===== config.mk =====
export PLATFORM = sky130hd
export DESIGN_NAME = regfile_debug_arbiter_flat
export DESIGN_NICKNAME = d
export VERILOG_FILES = /design/src/rtl/regfile_debug_arbiter_if.sv /design/src/rtl/regfile_debug_arbiter.sv /design/src/flat_wrapper.sv
export SDC_FILE = /design/constraint.sdc
export NUM_CORES = 1
export LEC_CHECK = 0
export BUFFER_PORTS_ARGS = -buffer_cell sky130_fd_sc_hd__buf_2
export CAP_MARGIN = 0
export CORE_ASPECT_RATIO = 1.1
export CORE_MARGIN = 2
export CORE_UTILIZATION = 46
export CTS_BUF_LIST = sky130_fd_sc_hd__clkbuf_4
export DETAILED_ROUTE_END_ITERATION = 6
export PLACE_DENSITY = 0.78
export SLEW_MARGIN = 20
export SYNTH_ARGS = -nofsm -noshare
export SYNTH_HDL_FRONTEND = slang
export SYNTH_SLANG_ARGS = --single-unit

===== constraint.sdc =====
create_clock -name CLK -period 2.5 [get_ports CLK]
set_clock_uncertainty 0.1 [all_clocks]
set_input_delay 0.375 -clock CLK [delete_from_list [all_inputs] [get_ports CLK]]
set_output_delay 0.375 -clock CLK [all_outputs]
set_load 0.01 [all_outputs]

===== src/rtl/regfile_debug_arbiter_if.sv =====
// Debug request/response bundle between a debug/test requester and the register-file arbiter.
interface regfile_debug_arbiter_if #(
    parameter int ADDR_W = 6
);
    logic              dbg_req;
    logic              dbg_wr;
    logic [ADDR_W-1:0] dbg_addr;
    logic [31:0]       dbg_wdata;
    logic              dbg_ack;
    logic              dbg_err;
    logic [31:0]       dbg_rdata;

    modport master (
        output dbg_req, dbg_wr, dbg_addr, dbg_wdata,
        input  dbg_ack, dbg_err, dbg_rdata
    );

    modport slave (
        input  dbg_req, dbg_wr, dbg_addr, dbg_wdata,
        output dbg_ack, dbg_err, dbg_rdata
    );
endinterface


===== src/rtl/regfile_debug_arbiter.sv =====
// Shares register-file write port and read port 2 between the MIPS core and a debug requester.
//   state  | meaning
//   IDLE   | core owns the register file; debug request may be accepted once the gap expires
//   HALT   | core frozen, its write suppressed while the pipeline drains
//   ACCESS | debug read or write performed on the register file
//   RESP   | one-cycle ack/err to the requester, core still frozen if it was halted
module regfile_debug_arbiter #(
    parameter int ADDR_W   = 6,
    parameter int NUM_REGS = 32,
    parameter int MIN_GAP  = 2,
    parameter int ZERO_RO  = 1
) (
    input  logic              CLK,
    input  logic              reset,
    input  logic [ADDR_W-1:0] core_A2,
    input  logic              core_WE3,
    input  logic [ADDR_W-1:0] core_A3,
    input  logic [31:0]       core_WD3,
    output logic              core_stall,
    output logic [ADDR_W-1:0] rf_A2,
    output logic              rf_WE3,
    output logic [ADDR_W-1:0] rf_A3,
    output logic [31:0]       rf_WD3,
    input  logic [31:0]       rf_RD2,
    regfile_debug_arbiter_if.slave dbg,
    output logic [15:0]       test_value
);

    typedef enum logic [1:0] {IDLE, HALT, ACCESS, RESP} state_t;

    localparam logic [ADDR_W:0] NUM_REGS_L = (ADDR_W+1)'(NUM_REGS);
    // The accept cycle itself counts as one of the forced IDLE cycles.
    localparam logic [3:0]      GAP_LOAD   = (MIN_GAP == 0) ? 4'd0 : 4'(MIN_GAP - 1);

    state_t            state, state_nxt;
    logic [3:0]        gap_cnt;
    logic              op_wr;
    logic              op_err;
    logic [ADDR_W-1:0] op_addr;
    logic [31:0]       op_wdata;
    logic [31:0]       rdata_q;
    logic              accept;
    logic              bad_addr;
    logic              ro_hit;

    assign bad_addr = ({1'b0, dbg.dbg_addr} >= NUM_REGS_L);
    assign ro_hit   = (ZERO_RO != 0) && dbg.dbg_wr && (dbg.dbg_addr == '0);
    assign accept   = (state == IDLE) && (gap_cnt == 4'd0) && dbg.dbg_req;

    always_ff @(posedge CLK or negedge reset) begin
        if (!reset) begin
            state <= IDLE;
        end else begin
            state <= state_nxt;
        end
    end

    always_comb begin
        state_nxt   = state;
        rf_A2       = core_A2;
        rf_A3       = core_A3;
        rf_WD3      = core_WD3;
        rf_WE3      = core_WE3 && !core_stall;
        dbg.dbg_ack = 1'b0;
        dbg.dbg_err = 1'b0;
        case (state)
            IDLE: begin
                if (accept) begin
                    state_nxt = (bad_addr || ro_hit) ? RESP : HALT;
                end
            end
            HALT: begin
                rf_WE3    = 1'b0;
                state_nxt = ACCESS;
            end
            ACCESS: begin
                if (op_wr) begin
                    rf_A3  = op_addr;
                    rf_WD3 = op_wdata;
                    rf_WE3 = 1'b1;
                end else begin
                    rf_A2  = op_addr;
                    rf_WE3 = 1'b0;
                end
                state_nxt = RESP;
            end
            RESP: begin
                rf_WE3      = 1'b0;
                dbg.dbg_ack = 1'b1;
                dbg.dbg_err = op_err;
                state_nxt   = IDLE;
            end
            default: state_nxt = IDLE;
        endcase
    end

    always_ff @(posedge CLK or negedge reset) begin
        if (!reset) begin
            gap_cnt    <= 4'd0;
            core_stall <= 1'b0;
            op_wr      <= 1'b0;
            op_err     <= 1'b0;
            op_addr    <= '0;
            op_wdata   <= 32'd0;
            rdata_q    <= 32'd0;
        end else begin
            if (state == RESP) begin
                gap_cnt <= GAP_LOAD;
            end else if ((state == IDLE) && (gap_cnt != 4'd0)) begin
                gap_cnt <= gap_cnt - 4'd1;
            end
            if (accept) begin
                op_wr    <= dbg.dbg_wr;
                op_addr  <= dbg.dbg_addr;
                op_wdata <= dbg.dbg_wdata;
                op_err   <= bad_addr || ro_hit;
            end
            if ((state == IDLE) && (state_nxt == HALT)) begin
                core_stall <= 1'b1;
            end else if (state == RESP) begin
                core_stall <= 1'b0;
            end
            if ((state == ACCESS) && !op_wr) begin
                rdata_q <= rf_RD2;
            end
        end
    end

    assign dbg.dbg_rdata = rdata_q;
    assign test_value    = rdata_q[15:0];

endmodule


===== src/flat_wrapper.sv =====
// flat-port wrapper written by rule: the top's interface ports become plain ports
module regfile_debug_arbiter_flat 
#(
    parameter int ADDR_W   = 6,
    parameter int NUM_REGS = 32,
    parameter int MIN_GAP  = 2,
    parameter int ZERO_RO  = 1
)
  (CLK, reset, core_A2, core_WE3, core_A3, core_WD3, core_stall, rf_A2, rf_WE3, rf_A3, rf_WD3, rf_RD2, test_value, dbg_dbg_req, dbg_dbg_wr, dbg_dbg_addr, dbg_dbg_wdata, dbg_dbg_ack, dbg_dbg_err, dbg_dbg_rdata);
  regfile_debug_arbiter_if #(.ADDR_W(ADDR_W)) dbg_i ();
  input  logic CLK;
  input  logic reset;
  input  logic [ADDR_W-1:0] core_A2;
  input  logic core_WE3;
  input  logic [ADDR_W-1:0] core_A3;
  input  logic [31:0] core_WD3;
  output logic core_stall;
  output logic [ADDR_W-1:0] rf_A2;
  output logic rf_WE3;
  output logic [ADDR_W-1:0] rf_A3;
  output logic [31:0] rf_WD3;
  input  logic [31:0] rf_RD2;
  output logic [15:0] test_value;
  input wire logic [$bits(dbg_i.dbg_req)-1:0] dbg_dbg_req;
  input wire logic [$bits(dbg_i.dbg_wr)-1:0] dbg_dbg_wr;
  input wire logic [$bits(dbg_i.dbg_addr)-1:0] dbg_dbg_addr;
  input wire logic [$bits(dbg_i.dbg_wdata)-1:0] dbg_dbg_wdata;
  output wire logic [$bits(dbg_i.dbg_ack)-1:0] dbg_dbg_ack;
  output wire logic [$bits(dbg_i.dbg_err)-1:0] dbg_dbg_err;
  output wire logic [$bits(dbg_i.dbg_rdata)-1:0] dbg_dbg_rdata;
  assign dbg_i.dbg_req = dbg_dbg_req;
  assign dbg_i.dbg_wr = dbg_dbg_wr;
  assign dbg_i.dbg_addr = dbg_dbg_addr;
  assign dbg_i.dbg_wdata = dbg_dbg_wdata;
  assign dbg_dbg_ack = dbg_i.dbg_ack;
  assign dbg_dbg_err = dbg_i.dbg_err;
  assign dbg_dbg_rdata = dbg_i.dbg_rdata;
  regfile_debug_arbiter #(.ADDR_W(ADDR_W), .NUM_REGS(NUM_REGS), .MIN_GAP(MIN_GAP), .ZERO_RO(ZERO_RO)) u_core (.CLK(CLK), .reset(reset), .core_A2(core_A2), .core_WE3(core_WE3), .core_A3(core_A3), .core_WD3(core_WD3), .core_stall(core_stall), .rf_A2(rf_A2), .rf_WE3(rf_WE3), .rf_A3(rf_A3), .rf_WD3(rf_WD3), .rf_RD2(rf_RD2), .dbg(dbg_i), .test_value(test_value));
endmodule

Word-level counts from Yosys, hierarchy flattened
Index checks and enable logic that the tools add are counted.

word-level totals
  register bits = 79
  latch bits = 0
  bits in writable memories = 0
  ROM bits = 0
  output and inout bits = 96
  memories kept = 0

cells by class
  add/subtract/negate cells = 1
  multiply operators = 0
  div/mod/pow operators = 0
  order comparisons = 1
  equality and inequality tests = 4
  shift-type cells = 0
  muxes and demuxes = 17
  bitwise operators = 0
  reduce and logical (&&, ||, !) cells = 17

operator list
  operator                                                            count
  32-bit 2-to-1 mux                                                   2
  6-bit 2-to-1 mux                                                    4
  4-bit 2-to-1 mux                                                    2
  2-bit one-hot mux with 4 select lines                               1
  1-bit logical AND                                                   7
  6-bit greater-or-equal comparator, second input constant            1
  6-bit logical NOT                                                   1
  1-bit 2-to-1 mux                                                    5
  2-bit by 1-bit == test with 1-bit output, second input constant     2
  2-bit == test, second input constant                                2
  4-bit logical NOT                                                   1
  2-bit 2-to-1 mux                                                    2
  2-bit nonzero test                                                  2
  4-bit nonzero test                                                  1
  4-bit by 1-bit subtractor with 4-bit output, second input constant  1
  1-bit logical NOT                                                   2
  2-bit logical NOT                                                   1
  1-bit one-hot mux with 2 select lines                               1
  2-bit OR reduction                                                  1
  1-bit logical OR                                                    1

Logic depth before layout (Yosys ltp)
Gate-level depths: netlist (run 1).

  depth in word-level cells = 9
  gate-level depth with buffers = 7

Worst setup path after synthesis (run 1)
Ideal clock, no wire load.

  path type = reg2out
  from = register u_core.state[0]
  to = output port rf_A2[0]
  arrival = 1.613 ns
  slack = 0.412 ns
  stages on the path, launching flop included = 7
  buffers on the path = 2
  cells stage by stage = dfrtp_1 > inv_1 > ha_1 > nor2b_1 > buf_2 > buf_2 > mux2_2

between the ends
  cells in the longest elaborated chain, start to end = 2

ends and longest elaborated chain
  item                    RTL line                     source
  start, declared         regfile_debug_arbiter.sv:35  state_t state, state_nxt;
  start signal, assigned  regfile_debug_arbiter.sv:54  state <= state_nxt;
  2-bit == test           regfile_debug_arbiter.sv:66  case (state)
  6-bit 2-to-1 mux        regfile_debug_arbiter.sv:66
  end, declared           flat_wrapper.sv:18           output logic [ADDR_W-1:0] rf_A2;

Every way passes these cells.

Worst setup path in the final report (run 1)
  from = register u_core.state[1]
  to = output port rf_WD3[14]

between the ends
  cells in the longest elaborated chain, start to end = 2

ends and longest elaborated chain
  item               RTL line                     source
  2-bit == test      regfile_debug_arbiter.sv:66
  32-bit 2-to-1 mux  regfile_debug_arbiter.sv:66
  end, declared      flat_wrapper.sv:21           output logic [31:0] rf_WD3;

Every way passes these cells.

==> reports/qor.yml, run 1 <==
outcome:
  outcome: "finished clean"
power:
  p_total_mw: 6.00
  switchingPower_mw: 2.07
  seq_power_share_pct: 38.4
  swShare_pct: 34.6
  combPwrFrac_pct: 49.1
  power_leakage_nw: 2.63
  internal_power_mw: 3.92
  p_clk_share_pct: 12.5
  ir_worst_vdd_mv: 0.484
  power_density_mw_per_mm2: 1160
layout:
  regArea_mm2: 0.00198
  layout-drive-gt1-share_pct: 75.2
  nNetsFinal: 598
  fillers: 681
  syn_to_final_growth_pct: 33.2
  multiInputGateArea_mm2: 0.00170
  insertedDiodeCount: 0
grt:
  grt_pass1_wl_um: 13400
  overflow: 0
  grt_pass1_vias: 2915
  grt_max_degree: 80
  grt_usage_pct: 18.6
  antenna_found_initial: 0
setup_path:
  start_kind: "flip-flop"
  crit_required_ns: 2.03
  cp.arrival_ns: 1.90
  crit_start: "u_core.state[1]$_DFF_PN0_"
  max_stage_delay_ns: 0.46
  end_kind: "primary output"
  crit_type: "flip-flop to primary output"
  worstReg2RegStart: "u_core.gap_cnt[0]$_DFFE_PN0P_"
  cp_max_fo: 20
  path_cells: "ha_4 -> nand2_4 -> buf_12 -> mux2_2 -> buf_2"
  slowest_stage: "dfrtp_1"
timing:
  report.final.slew_viol_count: 0
  setup_viol: 0
  fmax_mhz: 421
  worstMarginPinSlew_ns: 0.557
  min_period_ns: 2.37
  hold_viol: 0
  setup_tns_ns: 0
  slew-limit-headroom_pct: 62.9
  hold_slack_ns: 0.0854
  period_share_pct: 94.9
  rsz0062_at_grt: "false"
route:
  ant_nets: 0
  drt_iter0_markers: 33
  post-route-drc-count: 0
  post_drt_wl_per_cell_um: 14.7
  num_vias: 2868
  drt_wl_total_um: 8680
  firstDrtPassIters: 4
  via_per_inst: 4.86
die:
  num_rows: 35
  chipHeight_um: 100
  die_w_um: 91.7
  dieArea_mm2: 0.00921
  io_pins: 215
  start_util_pct: 47.0
  fp.coreArea_mm2: 0.00828
cts:
  cts.path.max_buffers: 2
  cts_buffers: 9
  htree_levels: 3
  clk_latency_ns: 0.40
  cts.sink_count: 79
  cts.reportedPaths.clkPinSlew_ns: 0.13
  root_buffer: "clkbuf_4"
  cts_tree: "yes"
place:
  port-buffer-count: 214
  routabilityCongestion: 0.743
  dpl.hpwl_um: 6780
flow_run:
  cap_violations: 0
synthesis:
  synth.ff_latch_count: 79
  syn_area_mm2: 0.00389
  synth_top_cell_area_share_pct: 50.8
  yosys.area.top_type: "dfrtp_1"
  syn_area_per_cell_um2: 14.4
  seq_area_frac_synth_pct: 50.8
  synth.distinct_cells: 29
  syn_inst: 270
  synth.net_count: 394
  yosys_warnings: 0
  yosys-top-cells-area: "dfrtp_1 51%, mux2_2 26%, mux2_4 10%"
min_path:
  worstHoldPathType: "input port to flip-flop"
  hold_path.startpoint: "dbg_dbg_wdata[16]"
## path summary, 6_finish.rpt
check	endpoint	slack, ns	cells past startpoint
hold / removal	u_core.op_wdata[16]$_DFFE_PN0P_	0.09	2
setup reg to reg	u_core.op_wdata[1]$_DFFE_PN0P_	0.34	6
max in group asynchronous	u_core.dbg.dbg_rdata[27]$_DFFE_PN0P_	1.32	3
setup / recovery	rf_WD3[14]	0.13	5
hold reg to reg	u_core.dbg.dbg_rdata[30]$_DFFE_PN0P_	0.41	1
min in group asynchronous	u_core.gap_cnt[0]$_DFFE_PN0P_	0.39	2
## power by group through the flow
stage	combinational, mW	clock [mW]	sequential, mW
after global placement	2.87	0	2.29
after detailed placement	2.95	0	2.32
after CTS	2.96	0.783	2.30
after floorplan	2.00	0	2.35
after global routing	3.18	0.842	2.39
final	2.94	0.751	2.30
## worst max-delay path: cells and delay by family (launching register included)
| kind | cells | cell delay [ns] |
|---|---|---|
| adder cells (fa/ha/maj) | 1 | 0.21 |
| buffers and inverters | 2 | 0.33 |
| flip-flops | 1 | 0.46 |
| multiplexers | 1 | 0.35 |
| AND/OR/NAND/NOR | 1 | 0.15 |
## Yosys cell counts (all sizes together)
cell type and count:
mux2 116, dfrtp 79, buf 26, inv 7, nor2 6, ha 5, nand2 5, a21oi 4
clkbuf 4, and2 2, mux2i 2, a21o 1, a31oi 1, and4bb 1, nand2b 1, nand3 1
nand4b 1, nor2b 1, nor4 1, nor4b 1, o21ai 1, o22a 1, o22ai 1, o31a 1
o32ai 1
## cells in the final DEF (no fill, tap or decap)
master	count
a21o_1	1
a21oi_1	4
a31oi_1	1
and2_1	1
and2_4	1
and4bb_4	1
buf_12	4
buf_2	213
buf_4	5
bufinv_16	1
clkbuf_4	11
clkinv_2	1
clkinv_4	1
clkinvlp_4	2
dfrtp_1	79
dlygate4sd3_1	1
ha_1	4
ha_4	1
inv_1	6
inv_2	1
mux2_2	89
mux2_4	27
mux2i_1	2
nand2_1	4
nand2_4	1
nand2b_1	1
nand3_1	1
nand4b_1	1
nor2_1	6
nor2b_4	1
nor4_1	1
nor4b_1	1
o21ai_0	1
o22a_1	1
o22ai_1	1
o31a_1	1
o32ai_1	1
## sequential cells by signal, indices dropped and copies added, names as in the netlist
signal	flops
u_core.state	2
u_core.core_stall	1
u_core.op_err	1
u_core.op_wr	1
u_core.gap_cnt	4
u_core.op_addr	6
u_core.op_wdata	32
u_core.dbg.dbg_rdata	32
## layer usage
layer,track usage (%),share of wire (%),up-vias
met4,7.34,1.5,0
li1,-,-,1339
met2,33.7,53,145
met3,5.11,8.1,13
met5,0,0,-
met1,20.7,37,1371
## final cells by class
class	count	area share, %
inverters	7	0.507
well taps	111	2.68
clock buffers	11	1.59
multi-input cells	154	32.9
repair buffers	223	23.0
clock inverters	5	1.14
flip-flops and latches	79	38.2
## logic make-up after synthesis
kind of cell / Yosys count / synth area share, %
flip-flops: 79 / 50.8
AO/OA/AOI/OAI: 11 / 1.83
AND/OR/NAND/NOR: 20 / 2.93
multiplexers: 118 / 36.7
adder cells (fa/ha/maj): 5 / 1.61
buffers and inverters: 37 / 6.08
## stage by stage
stage | setup WS, ns | utilization, % | instance area (um^2) | instances
2_1_floorplan | 0.412 | - | 3890 | 270
3_3_place_gp | 0.373 | 60.2 | 4980 | 571
3_5_place_dp | 0.347 | 60.2 | 4980 | 571
4_1_cts | 0.0224 | 62.0 | 5130 | 587
5_1_grt | 0.0277 | 62.6 | 5180 | 590
6_report | 0.127 | 62.6 | 5180 | 590
## what timing repair did
| item | in CTS | in global routing |
|---|---|---|
| hold buffers | 0 | 1 |
| hold endpoints to repair | 0 | 42 |
| buffers inserted | 0 | 1 |
| endpoints found under the setup margin | 31 | 35 |
| resized for setup | 2 | 2 |
| gates cloned | 0 | 0 |
Note: power is estimated with default switching activity, not from simulation.
==> inputs of run 2 (changes only) <==
--- a/config.mk
+++ b/config.mk
@@ -5,6 +5,7 @@
 export SDC_FILE = /design/constraint.sdc
 export NUM_CORES = 1
 export LEC_CHECK = 0
+export ABC_AREA = 1
 export BUFFER_PORTS_ARGS = -buffer_cell sky130_fd_sc_hd__buf_2
 export CAP_MARGIN = 0
 export CORE_ASPECT_RATIO = 1.1
@@ -12,7 +13,7 @@
 export CORE_UTILIZATION = 46
 export CTS_BUF_LIST = sky130_fd_sc_hd__clkbuf_4
 export DETAILED_ROUTE_END_ITERATION = 6
-export PLACE_DENSITY = 0.78
+export PLACE_DENSITY = 0.79
 export SLEW_MARGIN = 20
 export SYNTH_ARGS = -nofsm -noshare
 export SYNTH_HDL_FRONTEND = slang
==> constraint.sdc (replaced) <==
create_clock -name CLK -period 2.3 [get_ports CLK]
set_clock_uncertainty 0.1 [all_clocks]
set_input_delay 0.345 -clock CLK [delete_from_list [all_inputs] [get_ports CLK]]
set_output_delay 0.345 -clock CLK [all_outputs]
set_load 0.01 [all_outputs]
==> reports/qor.yml, run 2 <==
synthesis:
  async_flop_share_pct: 100
  synth_top_cell_area_share_pct: 52.5
  ys_top_cells_by_count: "100 x nand2_1, 87 x o21ai_0, 79 x dfrtp_1"
  synth_ff_type: "dfrtp_1"
  synth.ff_latch_count: 79
  syn_area_mm2: 0.00376
  yosys-top-cells-area: "dfrtp_1 53%, o21ai_0 12%, nand2_1 10%"
  synth.most_common_cell: "nand2_1"
  yosys_warnings: 0
  yosys.area.top_type: "dfrtp_1"
  syn_area_per_cell_um2: 9.18
  syn_inst: 410
  synth.net_count: 534
  seq_area_frac_synth_pct: 52.5
  synth_enable_flop_cells: 0
  synth.distinct_cells: 22
setup_path:
  cp_max_fo: 28
  cp.arrival_ns: 1.75
  end_kind: "primary output"
  crit_type: "flip-flop to primary output"
  crit_required_ns: 1.86
  start_kind: "flip-flop"
die:
  chipHeight_um: 98.9
  dieArea_mm2: 0.00892
  io_pins: 215
  die_w_um: 90.2
  fp.coreArea_mm2: 0.00791
  num_rows: 34
  start_util_pct: 47.6
layout:
  syn_to_final_growth_pct: 35.8
  layout-drive-gt1-share_pct: 45.7
  insertedDiodeCount: 0
  post-route-util_pct: 64.6
  fin_area_mm2: 0.00511
  mostFrequentLayoutCells: "213 x buf_2, 99 x nand2_1, 79 x dfrtp_1, 74 x o21ai_0, 49 x inv_1"
  multiInputGateArea_mm2: 0.00140
  nNetsFinal: 738
  regArea_mm2: 0.00198
  fillers: 715
  final_common_cell: "buf_2"
route:
  post_drt_wl_per_cell_um: 12.9
  via_per_inst: 4.72
  firstDrtPassIters: 4
  ant_nets: 0
  num_vias: 3429
  post-route-drc-count: 0
  drt_wl_total_um: 9360
  drt_iter0_markers: 58
grt:
  antenna_found_initial: 0
  grt_pass1_wl_um: 15200
  grt_max_degree: 53
  grt_usage_pct: 21.2
  grt_pass1_vias: 3370
  overflow: 0
timing:
  min_period_ns: 2.19
  hold_viol: 0
  setup_viol: 0
  period_share_pct: 95.3
  layout_setup_ws_ns: 0.108
  fmax_mhz: 456
  report.final.slew_viol_count: 0
  slew-limit-headroom_pct: 61.9
  rsz0062_at_grt: "false"
  hold_slack_ns: 0.0358
  setup_tns_ns: 0
  worstMarginPinSlew_ns: 0.571
power:
  power_density_mw_per_mm2: 1310
  ir_worst_vdd_mv: 0.556
  seq_power_share_pct: 35.8
  swShare_pct: 38.8
  p_clk_share_pct: 15.5
  combPwrFrac_pct: 48.7
  internal_power_mw: 4.11
  power_leakage_nw: 2.79
  switchingPower_mw: 2.60
cts:
  cts.path.max_buffers: 2
  cts_buffers: 9
  root_buffer: "clkbuf_4"
  htree_levels: 3
  cts_tree: "yes"
  cts.reportedPaths.clkPinSlew_ns: 0.13
  cts.sink_count: 79
  clk_latency_ns: 0.41
place:
  dpl_cell_area_mm2: 0.00480
  routabilityCongestion: 0.793
  dpl.hpwl_um: 7160
  preCtsSetupSlack_ns: 0.232
  port-buffer-count: 214
min_path:
  worstHoldPathType: "input port to flip-flop"
flow_run:
  cap_violations: 0
outcome:
  outcome: "finished clean"
run 2: logic make-up after synthesis:
group	count (synthesis)	synth area share, %
buffers and inverters	87	11.5
AO/OA/AOI/OAI	93	12.5
adder cells (fa/ha/maj)	5	1.66
AND/OR/NAND/NOR	114	12.2
flip-flops	79	52.5
multiplexers	32	9.57
run 2: final timing paths:
kind | startpoint | cells after the start | end | slack, ns
min reg2reg | u_core.gap_cnt[3]$_DFFE_PN0P_ | 1 | u_core.gap_cnt[3]$_DFFE_PN0P_ | 0.40
min in group asynchronous | reset | 2 | u_core.dbg.dbg_rdata[22]$_DFFE_PN0P_ | 0.36
max reg2reg | u_core.state[1]$_DFF_PN0_ | 8 | u_core.op_wdata[7]$_DFFE_PN0P_ | 0.27
min | dbg_dbg_wdata[25] | 3 | u_core.op_wdata[25]$_DFFE_PN0P_ | 0.04
max in group asynchronous | reset | 3 | u_core.dbg.dbg_rdata[24]$_DFFE_PN0P_ | 1.05
max | u_core.state[0]$_DFF_PN0_ | 6 | rf_A2[0] | 0.11
run 2: area by class of cell:
| class | instances | share of cell area (%) |
|---|---|---|
| Clock buffer | 9 | 1.32 |
| Clock inverter | 7 | 2.35 |
| Inverter | 51 | 3.75 |
| Multi-Input combinational cell | 244 | 27.3 |
| Tap cell | 108 | 2.64 |
| Sequential cell | 79 | 38.7 |
| Timing Repair Buffer | 229 | 23.9 |
run 2: power groups by stage:
stage / combinational, mW / clock, mW / sequential [mW]
after global routing: 3.63 / 1.12 / 2.48
after detailed placement: 3.10 / 0 / 2.44
after CTS: 3.29 / 1.07 / 2.42
after floorplan: 1.97 / 0 / 2.52
final: 3.27 / 1.04 / 2.40
after global placement: 3.01 / 0 / 2.39
run 2: timing repair:
action,in CTS,in global routing
hold endpoints to repair,43,0
gates resized for setup,9,12
buffers inserted,3,1
hold buffers,2,0
gates cloned,1,0
setup endpoints to repair,38,32
run 2: metal layers:
layer | global-route usage (%) | wire (um) | up-vias
met5 | 0 | 0 | -
met4 | 7.81 | 152 | 0
met3 | 3.75 | 604 | 17
met2 | 39.3 | 4940 | 131
met1 | 24.4 | 3660 | 1580
li1 | - | - | 1701
run 2: per-stage QoR:
stage	std cells	power (mW)
floorplan	410	4.50
global placement	704	5.39
finish	727	6.71
detailed placement	704	5.54
global route	727	7.23
CTS	726	6.78
run 2: critical path, cell delays in order, from the launching register on:
cell,delay [ns]
dfrtp_1,0.41
inv_2,0.09
ha_4,0.17
buf_4,0.14
nand2_8,0.13
o21ai_0,0.23
buf_2,0.17
==> inputs of run 3 (changes only) <==
--- a/config.mk
+++ b/config.mk
@@ -10,10 +10,11 @@
 export CAP_MARGIN = 0
 export CORE_ASPECT_RATIO = 1.1
 export CORE_MARGIN = 2
-export CORE_UTILIZATION = 46
-export CTS_BUF_LIST = sky130_fd_sc_hd__clkbuf_4
+export CORE_UTILIZATION = 44
+export CTS_BUF_LIST = sky130_fd_sc_hd__clkbuf_16
+export CTS_CLUSTER_DIAMETER = 30
 export DETAILED_ROUTE_END_ITERATION = 6
-export PLACE_DENSITY = 0.79
+export PLACE_DENSITY = 0.76
 export SLEW_MARGIN = 20
 export SYNTH_ARGS = -nofsm -noshare
 export SYNTH_HDL_FRONTEND = slang
==> reports/qor.yml, run 3 (same netlist as run 2, synthesis figures left out) <==
outcome:
  outcome: "finished clean"
layout:
  regArea_mm2: 0.00198
  mostFrequentLayoutCells: "213 x buf_2, 99 x nand2_1, 80 x o21ai_0, 79 x dfrtp_1, 50 x inv_1"
  layout-drive-gt1-share_pct: 44.8
  final_common_cell: "buf_2"
  syn_to_final_growth_pct: 36.6
  fillers: 744
  nNetsFinal: 729
  multiInputGateArea_mm2: 0.00136
  post-route-util_pct: 61.5
min_path:
  hold_end: "u_core.op_wdata[23]$_DFFE_PN0P_"
  worstHoldPathType: "input port to flip-flop"
  holdPathStages: 3
  hold_path.startpoint: "dbg_dbg_wdata[23]"
route:
  drt_iter0_markers: 108
  firstDrtPassIters: 5
  drt_wl_total_um: 9130
  post-route-drc-count: 0
  ant_nets: 0
  post_drt_wl_per_cell_um: 12.7
  num_vias: 3317
  via_per_inst: 4.60
grt:
  grt_usage_pct: 18.7
  overflow: 0
  grt_pass1_wl_um: 13600
  antenna_found_initial: 1
  grt_max_degree: 67
  grt_pass1_vias: 2963
die:
  num_rows: 35
  io_pins: 215
  dieArea_mm2: 0.00931
  chipHeight_um: 101
  fp.coreArea_mm2: 0.00836
  start_util_pct: 45.0
  die_w_um: 92.2
place:
  dpl.hpwl_um: 7000
  port-buffer-count: 214
  routabilityCongestion: 0.830
cts:
  cts.reportedPaths.clkPinSlew_ns: 0.06
  cts_tree: "yes"
  clk_latency_ns: 0.33
  cts_buffers: 9
  htree_levels: 3
  post_cts_buffers: 0
  cts.sink_count: 79
  root_buffer: "clkbuf_16"
  cts.path.max_buffers: 2
setup_path:
  crit_required_ns: 1.86
  end_kind: "primary output"
  cpLargestDelayFamily: "buffers and inverters"
  crit_buf_inv: 3
  path_cells: "inv_1 -> ha_2 -> nand2_4 -> buf_12 -> o21ai_0 -> buf_2"
  max_stage_delay_ns: 0.38
  ff2ff_path_depth: 7
  slowest_stage: "dfrtp_1"
  worstReg2RegEnd: "u_core.op_wdata[20]$_DFFE_PN0P_"
  cp.arrival_ns: 1.74
  crit_type: "flip-flop to primary output"
  cp_max_fo: 66
  worstReg2RegStart: "u_core.state[0]$_DFF_PN0_"
  start_kind: "flip-flop"
  ff2ff_setup_slack_ns: 0.46
timing:
  hold_viol: 0
  fmax_mhz: 457
  rsz0062_at_grt: "false"
  setup_viol: 0
  period_share_pct: 95.1
  report.final.slew_viol_count: 0
  setup_tns_ns: 0
  min_period_ns: 2.19
  slew-limit-headroom_pct: 61.8
  worstMarginPinSlew_ns: 0.572
power:
  power_density_mw_per_mm2: 1350
  ir_worst_vdd_mv: 0.500
  power_leakage_nw: 2.79
flow_run:
  cap_violations: 0
-- run 3: report_power, final --
part           switching [mW]  total, mW  internal (mW)
logic                    1.72       3.08           1.36
registers               0.300       2.40           2.10
clock network           0.533       1.47          0.939
-- run 3: repair_timing --
action | CTS | global route
hold buffers | 1 | 0
resized for setup | 1 | 8
pin swaps | 0 | 0
setup endpoints to repair | 3 | 32
hold endpoints to repair | 44 | 0
gates cloned | 0 | 0
-- run 3: per-stage QoR --
step | setup WS [ns] | area [um^2] | hold slack (ns) | instances | total power, mW
6_report | 0.112 | 5140 | 0.121 | 721 | 6.95
5_1_grt | 0.000648 | 5140 | 0.125 | 721 | 7.49
4_1_cts | 0.0394 | 5140 | 0.112 | 720 | 7.03
3_5_place_dp | 0.342 | 4810 | 0.277 | 704 | 5.52
3_3_place_gp | 0.439 | 4810 | 0.276 | 704 | 5.39
2_1_floorplan | 0.563 | 3760 | -0.0506 | 410 | 4.50
-- run 3: worst min-delay path: cells and delay by family --
kind            cells  cell delay (ns)
simple gates        1             0.04
buf+inv             1             0.08
compound gates      1             0.05
-- run 3: layer usage --
layer | up-vias | wire length [um] | global-route usage (%)
met5 | - | 0 | 0
met4 | 0 | 152 | 8.15
met3 | 13 | 568 | 4.11
met2 | 135 | 4810 | 33.5
met1 | 1490 | 3600 | 21.7
li1 | 1679 | - | -
-- run 3: worst max-delay path by stage --
stage | start | end | slack [ns] | cells after the start
2_1_floorplan | u_core.state[0]$_DFF_PN0_ | rf_WD3[0] | 0.56 | 7
3_3_place_gp | u_core.state[0]$_DFF_PN0_ | rf_WD3[10] | 0.44 | 7
3_5_place_dp | u_core.state[0]$_DFF_PN0_ | rf_WD3[27] | 0.34 | 6
4_1_cts | u_core.state[0]$_DFF_PN0_ | rf_WD3[27] | 0.04 | 6
5_1_grt | u_core.state[0]$_DFF_PN0_ | rf_WD3[24] | 0.0006 | 7
6_report | u_core.state[0]$_DFF_PN0_ | rf_WD3[13] | 0.11 | 6
-- run 3: layout make-up --
class	instances	share of cell area, %
sequential	79	38.4
multi-input combinational	244	26.5
timing repair buffer	220	22.5
clock buffer	9	4.38
inverter	51	3.72
tap	111	2.70
clock inverter	6	1.68
antenna	1	0.0487
